<file path="src/rtl/mc_main_controller.sv">
// Multicycle RV32I control FSM: sequences fetch/decode/execute over a shared datapath,
// with memory wait-state timeout, illegal-opcode trap, SYSTEM pulse and retire counter.
module mc_main_controller #(
  parameter int MEM_TIMEOUT  = 255,
  parameter int TMO_W        = 8,
  parameter int ILLEGAL_TRAP = 1,
  parameter int CNT_W        = 32
) (
  input  logic             clk,
  input  logic             rst_n,
  input  logic [6:0]       opcode,
  input  logic             branch_taken,
  input  logic             mem_ready,
  output logic             mem_req,
  output logic             mem_we,
  output logic             adr_src,
  output logic             ir_write,
  output logic             pc_write,
  output logic             reg_write,
  output logic [1:0]       result_src,
  output logic [1:0]       alu_src_a,
  output logic [1:0]       alu_src_b,
  output logic [2:0]       imm_src,
  output logic [1:0]       alu_op,
  output logic             system_evt,
  output logic             illegal,
  output logic             bus_error,
  output logic [CNT_W-1:0] instret
);
  typedef enum logic [3:0] {
    S_FETCH, S_DECODE, S_MEMADR, S_MEMREAD, S_MEMWB, S_MEMWRITE, S_EXECR, S_EXECI,
    S_ALUWB, S_BRANCH, S_JALRADR, S_JAL, S_UPPER, S_TRAP, S_BERR
  } state_t;

  localparam logic [TMO_W-1:0] TMO = TMO_W'(MEM_TIMEOUT);

  state_t           state, state_n;
  logic [TMO_W-1:0] wcnt;
  logic             in_mem, tmo_hit;

  assign in_mem  = (state == S_FETCH) || (state == S_MEMREAD) || (state == S_MEMWRITE);
  assign tmo_hit = (MEM_TIMEOUT != 0) && (wcnt == TMO) && !mem_ready;

  always_ff @(posedge clk or negedge rst_n) begin
    if (!rst_n) begin
      state   <= S_FETCH;
      wcnt    <= '0;
      instret <= '0;
    end else begin
      state <= state_n;
      // Any state change clears the counter, which covers entry to the three memory states.
      if (state_n != state)
        wcnt <= '0;
      else if (in_mem && !mem_ready)
        wcnt <= wcnt + TMO_W'(1);
      if (state_n == S_FETCH && state != S_FETCH)
        instret <= instret + CNT_W'(1);
    end
  end

  always_comb begin
    state_n    = state;
    mem_req    = 1'b0;
    mem_we     = 1'b0;
    adr_src    = 1'b0;
    ir_write   = 1'b0;
    pc_write   = 1'b0;
    reg_write  = 1'b0;
    result_src = 2'b00;
    alu_src_a  = 2'b00;
    alu_src_b  = 2'b00;
    imm_src    = 3'b000;
    alu_op     = 2'b00;
    system_evt = 1'b0;
    illegal    = 1'b0;
    bus_error  = 1'b0;
    case (state)
      S_FETCH: begin
        mem_req = 1'b1;
        if (mem_ready) begin
          ir_write   = 1'b1;
          alu_src_b  = 2'b10;
          result_src = 2'b10;
          pc_write   = 1'b1;
          state_n    = S_DECODE;
        end else if (tmo_hit) begin
          state_n = S_BERR;
        end
      end
      S_DECODE: begin
        alu_src_a = 2'b01;
        alu_src_b = 2'b01;
        imm_src   = 3'b010;
        case (opcode)
          7'b0110011:             state_n = S_EXECR;
          7'b0010011:             state_n = S_EXECI;
          7'b0000011, 7'b0100011: state_n = S_MEMADR;
          7'b1100011:             state_n = S_BRANCH;
          7'b1101111:             state_n = S_JAL;
          7'b1100111:             state_n = S_JALRADR;
          7'b0110111, 7'b0010111: state_n = S_UPPER;
          7'b0001111:             state_n = S_FETCH;
          7'b1110011: begin
            system_evt = 1'b1;
            state_n    = S_FETCH;
          end
          default:                state_n = (ILLEGAL_TRAP != 0) ? S_TRAP : S_FETCH;
        endcase
      end
      S_MEMADR: begin
        alu_src_a = 2'b10;
        alu_src_b = 2'b01;
        imm_src   = opcode[5] ? 3'b001 : 3'b000;
        state_n   = opcode[5] ? S_MEMWRITE : S_MEMREAD;
      end
      S_MEMREAD: begin
        mem_req = 1'b1;
        adr_src = 1'b1;
        if (mem_ready)    state_n = S_MEMWB;
        else if (tmo_hit) state_n = S_BERR;
      end
      S_MEMWB: begin
        result_src = 2'b01;
        reg_write  = 1'b1;
        state_n    = S_FETCH;
      end
      S_MEMWRITE: begin
        mem_req = 1'b1;
        mem_we  = 1'b1;
        adr_src = 1'b1;
        if (mem_ready)    state_n = S_FETCH;
        else if (tmo_hit) state_n = S_BERR;
      end
      S_EXECR: begin
        alu_src_a = 2'b10;
        alu_op    = 2'b10;
        state_n   = S_ALUWB;
      end
      S_EXECI: begin
        alu_src_a = 2'b10;
        alu_src_b = 2'b01;
        alu_op    = 2'b10;
        state_n   = S_ALUWB;
      end
      S_ALUWB: begin
        reg_write = 1'b1;
        state_n   = S_FETCH;
      end
      S_BRANCH: begin
        alu_src_a = 2'b10;
        alu_op    = 2'b01;
        pc_write  = branch_taken;
        state_n   = S_FETCH;
      end
      S_JALRADR: begin
        alu_src_a = 2'b10;
        alu_src_b = 2'b01;
        state_n   = S_JAL;
      end
      S_JAL: begin
        alu_src_a = 2'b01;
        alu_src_b = 2'b10;
        imm_src   = 3'b011;
        pc_write  = 1'b1;
        state_n   = S_ALUWB;
      end
      S_UPPER: begin
        alu_src_a = opcode[5] ? 2'b11 : 2'b01;
        alu_src_b = 2'b01;
        imm_src   = 3'b100;
        state_n   = S_ALUWB;
      end
      S_TRAP:  illegal   = 1'b1;
      S_BERR:  bus_error = 1'b1;
      default: state_n   = S_FETCH;
    endcase
    // Reset silences every control, including the FETCH memory request.
    if (!rst_n) begin
      mem_req    = 1'b0;
      mem_we     = 1'b0;
      adr_src    = 1'b0;
      ir_write   = 1'b0;
      pc_write   = 1'b0;
      reg_write  = 1'b0;
      result_src = 2'b00;
      alu_src_a  = 2'b00;
      alu_src_b  = 2'b00;
      imm_src    = 3'b000;
      alu_op     = 2'b00;
      system_evt = 1'b0;
      illegal    = 1'b0;
      bus_error  = 1'b0;
    end
  end
endmodule

</file>
<file path="config.mk">
export PLATFORM = sky130hd
export DESIGN_NAME = mc_main_controller
export DESIGN_NICKNAME = d
export VERILOG_FILES = /design/src/rtl/mc_main_controller.sv
export SDC_FILE = /design/constraint.sdc
export NUM_CORES = 1
export LEC_CHECK = 0
export CAP_MARGIN = 20
export CORE_UTILIZATION = 35
export CTS_CLUSTER_DIAMETER = 150
export DETAILED_ROUTE_END_ITERATION = 8
export GPL_TIMING_DRIVEN = 1
export PLACE_DENSITY = 0.65
export REMOVE_ABC_BUFFERS = 1
export SKIP_LAST_GASP = 1
export SLEW_MARGIN = 20
export SYNTH_ARGS = -nofsm -noshare
export SYNTH_HDL_FRONTEND = slang
export SYNTH_SLANG_ARGS = --single-unit
</file>
<file path="constraint.sdc">
create_clock -name clk -period 5.86 [get_ports clk]
set_input_delay 1.172 -clock clk [delete_from_list [all_inputs] [get_ports clk]]
set_output_delay 1.172 -clock clk [all_outputs]
set_load 0.01 [all_outputs]
</file>
### After elaboration in Yosys (flattened, before gate mapping)

Index checks and enable logic that the tools add are counted.

| operators by class | value |
|---|---|
| $add $sub $neg | 2 |
| eq/ne operators | 27 |
| muxes and demuxes | 42 |
| reduce and logical (&&, ||, !) cells | 22 |

Operator list:

| kind | count |
|---|---|
| $pmux 4 s8 | 2 |
| $add 32x1->32 const B | 1 |
| $eq 4x4->1 const B | 7 |
| $eq 7x7->1 const B | 4 |
| $eq 7x6->1 const B | 3 |
| $mux 1 | 20 |
| $eq 4x3->1 const B | 4 |
| $mux 4 | 4 |
| $mux 8 | 2 |
| $reduce_or 2->1 | 8 |
| $eq 7x5->1 const B | 2 |
| $mux 2 | 6 |
| $pmux 2 s3 | 2 |
| $pmux 3 s4 | 1 |
| $reduce_or 5->1 | 2 |
| $add 8x1->8 const B | 1 |
| $eq 4x2->1 const B | 2 |
| $eq 8x8->1 const B | 1 |
| $logic_not 4->1 | 2 |
| $pmux 2 s2 | 2 |
| $eq 7x2->1 const B | 1 |
| $eq 7x4->1 const B | 1 |
| $mux 3 | 2 |
| $eq 4x1->1 const B | 1 |
| 9 further kinds | 12 |

| storage, ports and cells | value |
|---|---|
| register bits after elaboration | 44 |
| output and inout bits | 52 |

### Longest topological paths before layout

Gate-level depths: netlist of the first run.

| depth | value |
|---|---|
| depth after elaboration | 7 |
| depth in mapped cells | 9 |

### Worst setup path after synthesis of the first run

No wires, ideal clock.

| timing | value |
|---|---|
| path type | input to output |
| start | input rst_n |
| end | output alu_src_a[0] |
| arrival | 2054 ps |
| slack | 2634 ps |
| stages on the path | 4 |
| path buffers | 1 |
| cell sequence | clkbuf_1 -> nand3_1 -> nor3_1 -> or2_2 |

| on the way | value |
|---|---|
| word-level cells in the longest chain between the ends | 1 |

Ends and longest elaborated chain:

| what | line | source |
|---|---|---|
| start: declaration | 10 | `input logic rst_n,` |
| $mux 2 | 178 | `if (!rst_n) begin` |
| end: declaration | 21 | `output logic [1:0] alu_src_a,` |

No other way between the ends.

### Worst setup path after layout of the first run

| timing | value |
|---|---|
| start | input opcode[5] |
| end | output imm_src[0] |

| on the way | value |
|---|---|
| word-level cells in the longest chain between the ends | 3 |

Ends and longest elaborated chain:

| what | line | source |
|---|---|---|
| start: declaration | 11 | `input logic [6:0] opcode,` |
| $mux 1 | 113 | `imm_src = opcode[5] ? 3'b001 : 3'b000;` |
| $pmux 3 s4 | 77 | `case (state)` |
| $mux 3 | 178 |  |
| end: declaration | 23 | `output logic [2:0] imm_src,` |

No other way between the ends.

==> results.yml, run 1 <==
logic_synthesis:
  synth-main-ff-cell: "dfrtp_1"
  ys_types: 56
  synth-edff-count: 0
  synth_fa_ha_area_share_pct: 0.8997
  async_reset_ff_share_pct: 100.0
  synth_top_family_by_area: "simple AND/OR/NAND/NOR gates"
  yosys_warnings: 0
  synth_seq_area_share_pct: 39.59
  muxShareOfSynthArea_pct: 1.844
  synth_seq_cells: 44
  synth_largest_area_cell: "dfrtp_1"
  synthXorXnorAreaFrac_pct: 13.23
  avgSynthCellArea_um2: 9.271
  synth_cells: 300
  synth-compound-area-share_pct: 9.852
  syn-cell-area_mm2: 0.002781
  synthTopCellsByArea: "dfrtp_1 (40%), xnor2_1 (8.5%), xor2_1 (4.7%)"
  synth-simple-area-share_pct: 29.87
  synth_top_cell_area_share_pct: 39.59
timing:
  drv_slew: 0
  fmax_ghz: 0.2446
  tns_ps: 0
  skew_ps: 8.703
  period_share_pct: 69.77
  slew_headroom_pct: 41.21
  hold_viol_final: 0
  setup_viol: 0
  grt_setup_unrepaired: "no"
  tightest_slew_ps: 878.2
  period_needed_ps: 4089
global_routing:
  grt_pass1_wl_um: 10780
  antenna_found_initial: 0
  top_usage_layer: "met2"
  met2_usage_pct: 23.23
  grt-ovfl-total: 0
  use_met1_pct: 22.44
  track_usage_pct: 15.70
  grt_use_met3_pct: 4.188
  grt_max_degree: 41
  grt_pass1_vias: 2199
detailed_routing:
  drc: 1
  wl_per_cell_um: 13.90
  vias: 2383
  drtIter0Drc: 61
  drt-pass1-iter-count: 6
  wirelength_um: 6310
  routed_via_density: 5.249
  ant_nets: 0
clock_tree:
  clock_latency_ps: 300
  cts.sinks: 44
  clock_path_buffers: 2
  path_clk_slew_ps: 80
  post_cts_resized: 0
  postCtsHoldBufs: 0
  root_buffer: "clkbuf_8"
  cts_tree: "yes"
  numCtsBuffers: 5
  htreeDepth: 2
  cts_setup_buffers: 0
floorplan:
  start_util_pct: 36.18
  die-area_mm2: 0.008307
  io_pins: 63
  core_mm2: 0.007687
  dieWidth_um: 91.15
  die_h_um: 91.15
  fp-row-count: 32
hold_path:
  whs_endpoint: "instret[31]"
  hp-class: "reg -> reg"
  hp-start: "instret[31]"
  hold_depth: 1
worst_setup_path:
  start_kind: "input pin"
  end_kind: "primary output"
  reg2reg_slack_ps: 2660
  path_cells: "clkdlybuf4s50_1 -> nor2b_1 -> mux2i_1 -> nor3b_1 -> clkdlybuf4s50_1"
  crit_fanout: 9
  cpMostUsedCell: "clkdlybuf4s50_1"
  critPathMaxStageDelay_ps: 640
  r2r-end: "instret[8]"
  reg2reg_from: "state[1]"
  cp_slowest_cell: "clkdlybuf4s50_1"
  critical_path_class: "in -> out"
  r2r_cells: 7
  critical_path_required_ps: 4690
  worstPathArrival_ps: 2920
final_layout:
  area_growth_pct: 27.89
  drive_gt1_share_pct: 6.534
  nets: 364
  final_cell_mix: "clkdlybuf4s50_1 (61), dfrtp_1 (44), nor2_1 (32)"
  num_antenna_cells: 0
  final_common_cell: "clkdlybuf4s50_1"
  nFillCells: 780
place:
  place_congestion: 0.7629
  numPortBuffers: 62
  hpwl_um: 4386
power:
  p_int_mw: 0.7060
  power.total_mw: 1.165
  switching_share_pct: 39.41
  p_clk_share_pct: 21.6
  combPwrFrac_pct: 42.5
  leakagePower_nw: 1.502
  seq_power_share_pct: 35.9
  vdd_drop_max_mv: 0.2139
  power_density_mw_per_mm2: 327.6
  p_sw_mw: 0.4592
run:
  max_cap_violations: 0
run_status:
  status: "complete, but fails checks"
  violations: "DRC"
area by class of cell:
class	count	area, µm²	area share [%]
inverters	8	30.03	0.8442
clock inverters	1	30.03	0.8442
well taps	102	127.6	3.588
clock buffers	7	96.34	2.708
repair buffers	63	623.1	17.52
multi-input cells	229	1549	43.55
flip-flops and latches	44	1101	30.95
stage by stage:
stage | hold slack [ps] | worst slack, ps | instance area, µm² | cells | utilization, %
finish | 477.9 | 1771 | 3557 | 454 | 46.27
detailed placement | 472.7 | 1780 | 3431 | 446 | 44.63
floorplan | 502.7 | 2772 | 2680 | 281 | -
global placement | 461.2 | 1813 | 3431 | 446 | 44.63
CTS | 485.8 | 1779 | 3557 | 454 | 46.27
global route | 496.8 | 1611 | 3557 | 454 | 46.27
flip-flops by register name, indices dropped and copies added, names as in the netlist:
register and cells:
state 4, instret 32, wcnt 8
cell usage after synthesis, drive strengths merged, types with 3 or more instances:
master / number
o21ai: 5
nor3: 6
a21oi: 7
buf: 11
and4: 7
inv: 8
nor4: 4
o211ai: 3
clkbuf: 8
mux2i: 4
xnor2: 27
nor2b: 4
a31oi: 3
and3: 14
nand2: 25
nand3: 23
nand4: 12
xor2: 15
and2: 5
nor2: 32
dfrtp: 44
metal layers:
metal | wire [µm] | up-vias | share of wire, %
met4 | 83 | 0 | 1.3
met1 | 3090 | 1158 | 49
li1 | - | 1158 | -
met5 | 0 | - | 0
met3 | 372 | 7 | 5.9
met2 | 2763 | 60 | 44
power groups by stage:
| stage | sequential [mW] | clock (mW) | combinational, mW |
|---|---|---|---|
| after global routing | 0.428 | 0.272 | 0.545 |
| final | 0.418 | 0.252 | 0.495 |
| after floorplan | 0.412 | 0 | 0.316 |
| after detailed placement | 0.423 | 0 | 0.494 |
| after global placement | 0.422 | 0 | 0.490 |
| after CTS | 0.418 | 0.259 | 0.497 |
worst max-delay path: cells and delay by family:
family / cells / cell delay (ps)
buffers and inverters: 2 / 1210
AND/OR/NAND/NOR: 2 / 440
multiplexers: 1 / 90
logic make-up (layout without fill, tap and decap cells):
kind of cell,after synthesis,after routing
DFF,44,44
and+or+nand+nor,144,144
adders and majority gates,2,2
AOI/OAI and AO/OA,36,36
xor gates and xnor gates,42,42
muxes,5,5
buffers and inverters,27,79
worst max path at each step:
stage,depth (start not counted),startpoint,to
6_report,5,opcode[5],imm_src[0]
3_5_place_dp,5,opcode[5],imm_src[0]
3_3_place_gp,5,opcode[5],imm_src[0]
2_1_floorplan,6,opcode[1],instret[1]
5_1_grt,5,opcode[5],imm_src[0]
4_1_cts,5,opcode[5],imm_src[0]
Note: power is estimated with default switching activity, not from simulation.
==> run 2: changes to the inputs <==
- PLACE_DENSITY: 0.65 -> 0.67
- clock period: 5.86 -> 3.6 ns (I/O delays scaled with it)
==> results.yml, run 2 (synthesized netlist as in run 1, its figures left out) <==
run_status:
  status: "finished clean"
worst_setup_path:
  critical_path_required_ps: 2880
  r2r_cells: 8
  worstPathArrival_ps: 2450
  critPathMaxStageDelay_ps: 690
  cp_slowest_cell: "clkdlybuf4s50_1"
  crit_fanout: 10
  end_kind: "primary output"
  cpMostUsedCell: "clkdlybuf4s50_1"
  critical_path_class: "in -> out"
  start_kind: "input pin"
  path_cells: "clkdlybuf4s50_1 -> nor2b_1 -> nand2_1 -> a21oi_1 -> clkdlybuf4s50_1"
power:
  p_sw_mw: 0.7553
  p_clk_share_pct: 19.6
  p_int_mw: 1.142
  power_density_mw_per_mm2: 528.8
  combPwrFrac_pct: 49.1
  vdd_drop_max_mv: 0.3967
  seq_power_share_pct: 31.2
  switching_share_pct: 39.81
  leakagePower_nw: 1.523
floorplan:
  die_h_um: 91.15
  io_pins: 63
  core_mm2: 0.007687
  start_util_pct: 36.18
  dieWidth_um: 91.15
  fp-row-count: 32
  die-area_mm2: 0.008307
timing:
  period_needed_ps: 3167
  setup_viol: 0
  skew_ps: 5.750
  period_share_pct: 87.98
  grt_setup_unrepaired: "no"
  tns_ps: 0
  slew_headroom_pct: 63.21
  hold_viol_final: 0
  worst_slack_ps: 432.9
  drv_slew: 0
  fmax_ghz: 0.3157
  tightest_slew_ps: 551.9
final_layout:
  nFillCells: 748
  final_common_cell: "clkdlybuf4s50_1"
  num_antenna_cells: 0
  largest_reg_flops: 32
  final_cell_mix: "clkdlybuf4s50_1 (61), dfrtp_1 (44), nor2_1 (32)"
  area_growth_pct: 28.97
  reg_top3: "instret (32), wcnt (8), state (4)"
  regMostFlops: "instret"
  nets: 370
  drive_gt1_share_pct: 8.101
clock_tree:
  cts_setup_buffers: 0
  numCtsBuffers: 5
  cts_tree: "yes"
  clock_latency_ps: 300
  cts.sinks: 44
  htreeDepth: 2
  post_cts_resized: 0
  path_clk_slew_ps: 80
  root_buffer: "clkbuf_8"
  postCtsHoldBufs: 0
  clock_path_buffers: 2
global_routing:
  grt-ovfl-total: 0
  grt_pass1_wl_um: 10680
  track_usage_pct: 15.83
  grt_max_degree: 45
  antenna_found_initial: 0
  grt_pass1_vias: 2153
place:
  hpwl_um: 4414
  numPortBuffers: 62
  dp_slack_ps: 283.2
  place_congestion: 0.7646
detailed_routing:
  drc: 0
  ant_nets: 0
  wl_per_cell_um: 13.77
  drtIter0Drc: 70
  vias: 2347
  routed_via_density: 5.102
  wirelength_um: 6333
  drt-pass1-iter-count: 4
hold_path:
  hp-class: "reg -> reg"
  hold_depth: 1
run:
  max_cap_violations: 0
[run 2: cell types whose count changed in the layout (fill, tap and decap cells not counted)]
cell / previous run / this run
buf_4: 1 / 7
clkinv_2: 0 / 1
clkbuf_8: 7 / 5
clkinvlp_4: 0 / 1
[run 2: final cells by class]
| type | instances | area (µm²) | share of cell area, % |
|---|---|---|---|
| clock buffer | 5 | 68.82 | 1.918 |
| clock inverter | 3 | 42.54 | 1.186 |
| inverter | 8 | 30.03 | 0.8371 |
| multi-input combinational | 229 | 1549 | 43.18 |
| sequential | 44 | 1101 | 30.69 |
| tap | 102 | 127.6 | 3.558 |
| timing repair buffer | 69 | 668.1 | 18.63 |
[run 2: metrics by stage]
stage	power, mW	cell area [µm²]	hold WS (ps)	util (%)	cells
2_1_floorplan	1.186	2680	424.4	-	281
3_3_place_gp	1.526	3476	460.6	45.21	452
3_5_place_dp	1.535	3476	479.5	45.21	452
4_1_cts	1.917	3587	491.4	46.66	460
5_1_grt	2.033	3587	511.3	46.66	460
6_report	1.897	3587	489.4	46.66	460
[run 2: final timing paths]
check,start,to,slack (ps)
worst max-delay path,mem_ready,alu_src_b[1],430
worst min-delay path,instret[31],instret[31],490
worst max register to register,state[1],instret[30],1040
worst min register to register,instret[31],instret[31],490
max in group asynchronous,rst_n,wcnt[3],2510
min in group asynchronous,rst_n,instret[1],720
[run 2: power groups by stage]
stage	registers, mW	logic (mW)	clock network, mW
floorplan	0.671	0.515	0
global placement	0.601	0.925	0
detailed placement	0.602	0.933	0
CTS	0.593	0.938	0.386
global route	0.604	1.03	0.404
finish	0.593	0.932	0.372
[run 2: worst max-delay path, delay by kind of cell]
family	cells	cell delay, ps
buf+inv	2	1250
simple gates	2	340
compound gates	1	150
[run 2: metal layers]
metal	routed length, µm	part of all wire [%]	track usage, %	vias to the layer above
met5	0	0	0	-
met4	76	1.2	4.365	0
met3	352	5.6	2.513	6
met2	2836	45	24.75	65
met1	3067	48	22.64	1101
li1	-	-	-	1175
==> run 3: changes to the inputs <==
- CORE_ASPECT_RATIO: default -> 2
==> results.yml, run 3 (synthesized netlist as in run 1, its figures left out) <==
worst_setup_path:
  critical_path_required_ps: 2880
  critical_path_class: "in -> out"
  start_kind: "input pin"
  crit_fanout: 9
  reg2reg_slack_ps: 980
  worstPathArrival_ps: 2470
  end_kind: "primary output"
final_layout:
  final_cell_mix: "clkdlybuf4s50_1 (61), dfrtp_1 (44), nor2_1 (32)"
  area_growth_pct: 30.14
  num_antenna_cells: 0
  nFillCells: 760
  final_common_cell: "clkdlybuf4s50_1"
  stdcell_area_mm2: 0.003620
  regMostFlops: "instret"
  largest_reg_flops: 32
  drive_gt1_share_pct: 7.799
  nets: 371
  regArea_mm2: 0.001101
  multi_input_area_mm2: 0.001549
  reg_top3: "instret (32), wcnt (8), state (4)"
floorplan:
  fp-row-count: 45
  io_pins: 63
  die-area_mm2: 0.008329
  dieWidth_um: 65.04
  core_mm2: 0.007657
  start_util_pct: 36.32
  die_h_um: 128.1
timing:
  slew_headroom_pct: 61.66
  skew_ps: 3.693
  tightest_slew_ps: 570.8
  period_needed_ps: 3189
  grt_setup_unrepaired: "no"
  tns_ps: 0
  hold_viol_final: 0
  period_share_pct: 88.58
  fmax_ghz: 0.3136
  drv_slew: 0
  setup_viol: 0
power:
  p_sw_mw: 0.7709
  seq_power_share_pct: 30.0
  combPwrFrac_pct: 47.2
  power_density_mw_per_mm2: 548.8
  vdd_drop_max_mv: 0.4032
  switching_share_pct: 38.80
  power.total_mw: 1.987
  p_int_mw: 1.216
  leakagePower_nw: 1.544
  p_clk_share_pct: 22.9
detailed_routing:
  routed_via_density: 5.265
  drc: 0
  drtIter0Drc: 150
  wirelength_um: 6829
  ant_nets: 0
  wl_per_cell_um: 15.08
  drt-pass1-iter-count: 4
  vias: 2385
clock_tree:
  htreeDepth: 2
  root_buffer: "clkbuf_16"
  clock_latency_ps: 290
  clock_path_buffers: 2
  cts_tree: "yes"
  numCtsBuffers: 5
  post_cts_resized: 0
  cts.sinks: 44
  cts_setup_buffers: 0
  path_clk_slew_ps: 60
  postCtsHoldBufs: 0
global_routing:
  track_usage_pct: 17.71
  grt_pass1_vias: 2352
  met2_usage_pct: 31.31
  grt_max_degree: 29
  grt-ovfl-total: 0
  top_usage_layer: "met2"
  use_met1_pct: 19.55
  grt_use_met3_pct: 2.847
  antenna_found_initial: 0
  grt_pass1_wl_um: 11360
place:
  placed_cell_area_mm2: 0.003473
  hpwl_um: 4999
  place_congestion: 0.8083
  numPortBuffers: 62
run_status:
  status: "finished clean"
run:
  max_cap_violations: 0
hold_path:
  hp-class: "in -> async"
[run 3: changes by cell type in the layout (fill, tap and decap cells not counted), sizes merged]
cell | before | now
buf | 8 | 9
bufinv | 1 | 0
clkbuf | 5 | 8
clkinv | 1 | 0
clkinvlp | 1 | 0
[run 3: critical path: stages]
cell,delay [ps]
clkdlybuf4s50_1,620
nor2b_1,260
mux2i_1,110
nor3b_1,200
clkdlybuf4s50_1,560
[run 3: cell type report]
class / instances / area share, %
clock buffer: 8 / 4.044
inverter: 8 / 0.8296
multi-input combinational: 229 / 42.79
sequential: 44 / 30.42
tap: 94 / 3.249
timing repair buffer: 70 / 18.67
[run 3: final timing paths]
check                                    to  cells past startpoint   startpoint
worst max-delay path             imm_src[0]                      5    opcode[5]
worst min-delay path             instret[2]                      1        rst_n
worst max register to register  instret[27]                      8     state[1]
worst min register to register  instret[31]                      1  instret[31]
max in group asynchronous       instret[25]                      2        rst_n
min in group clk                instret[31]                      1  instret[31]
[run 3: power groups by stage]
| stage | Combinational, mW | Clock (mW) | Sequential (mW) |
|---|---|---|---|
| finish | 0.937 | 0.454 | 0.596 |
| global route | 1.03 | 0.492 | 0.602 |
| global placement | 0.925 | 0 | 0.600 |
| CTS | 0.945 | 0.467 | 0.595 |
| detailed placement | 0.937 | 0 | 0.603 |
| floorplan | 0.515 | 0 | 0.671 |
[run 3: routing by layer]
metal	part of all wire, %	vias up	wire length, µm
met2	53	62	3631
met4	3.5	0	242
met3	3.5	14	241
li1	-	1173	-
met5	0	-	0
met1	40	1136	2715
[run 3: through the flow]
| stage | instances | utilization (%) | hold slack [ps] | setup WS [ps] |
|---|---|---|---|---|
| after global placement | 445 | 45.36 | 470.9 | 360.2 |
| after detailed placement | 445 | 45.36 | 474.0 | 298.9 |
| final | 453 | 47.27 | 346.7 | 411.3 |
| after CTS | 453 | 47.27 | 349.7 | 414.3 |
| after global routing | 453 | 47.27 | 356.6 | 319.1 |
| after floorplan | 281 | - | 424.4 | 963.6 |
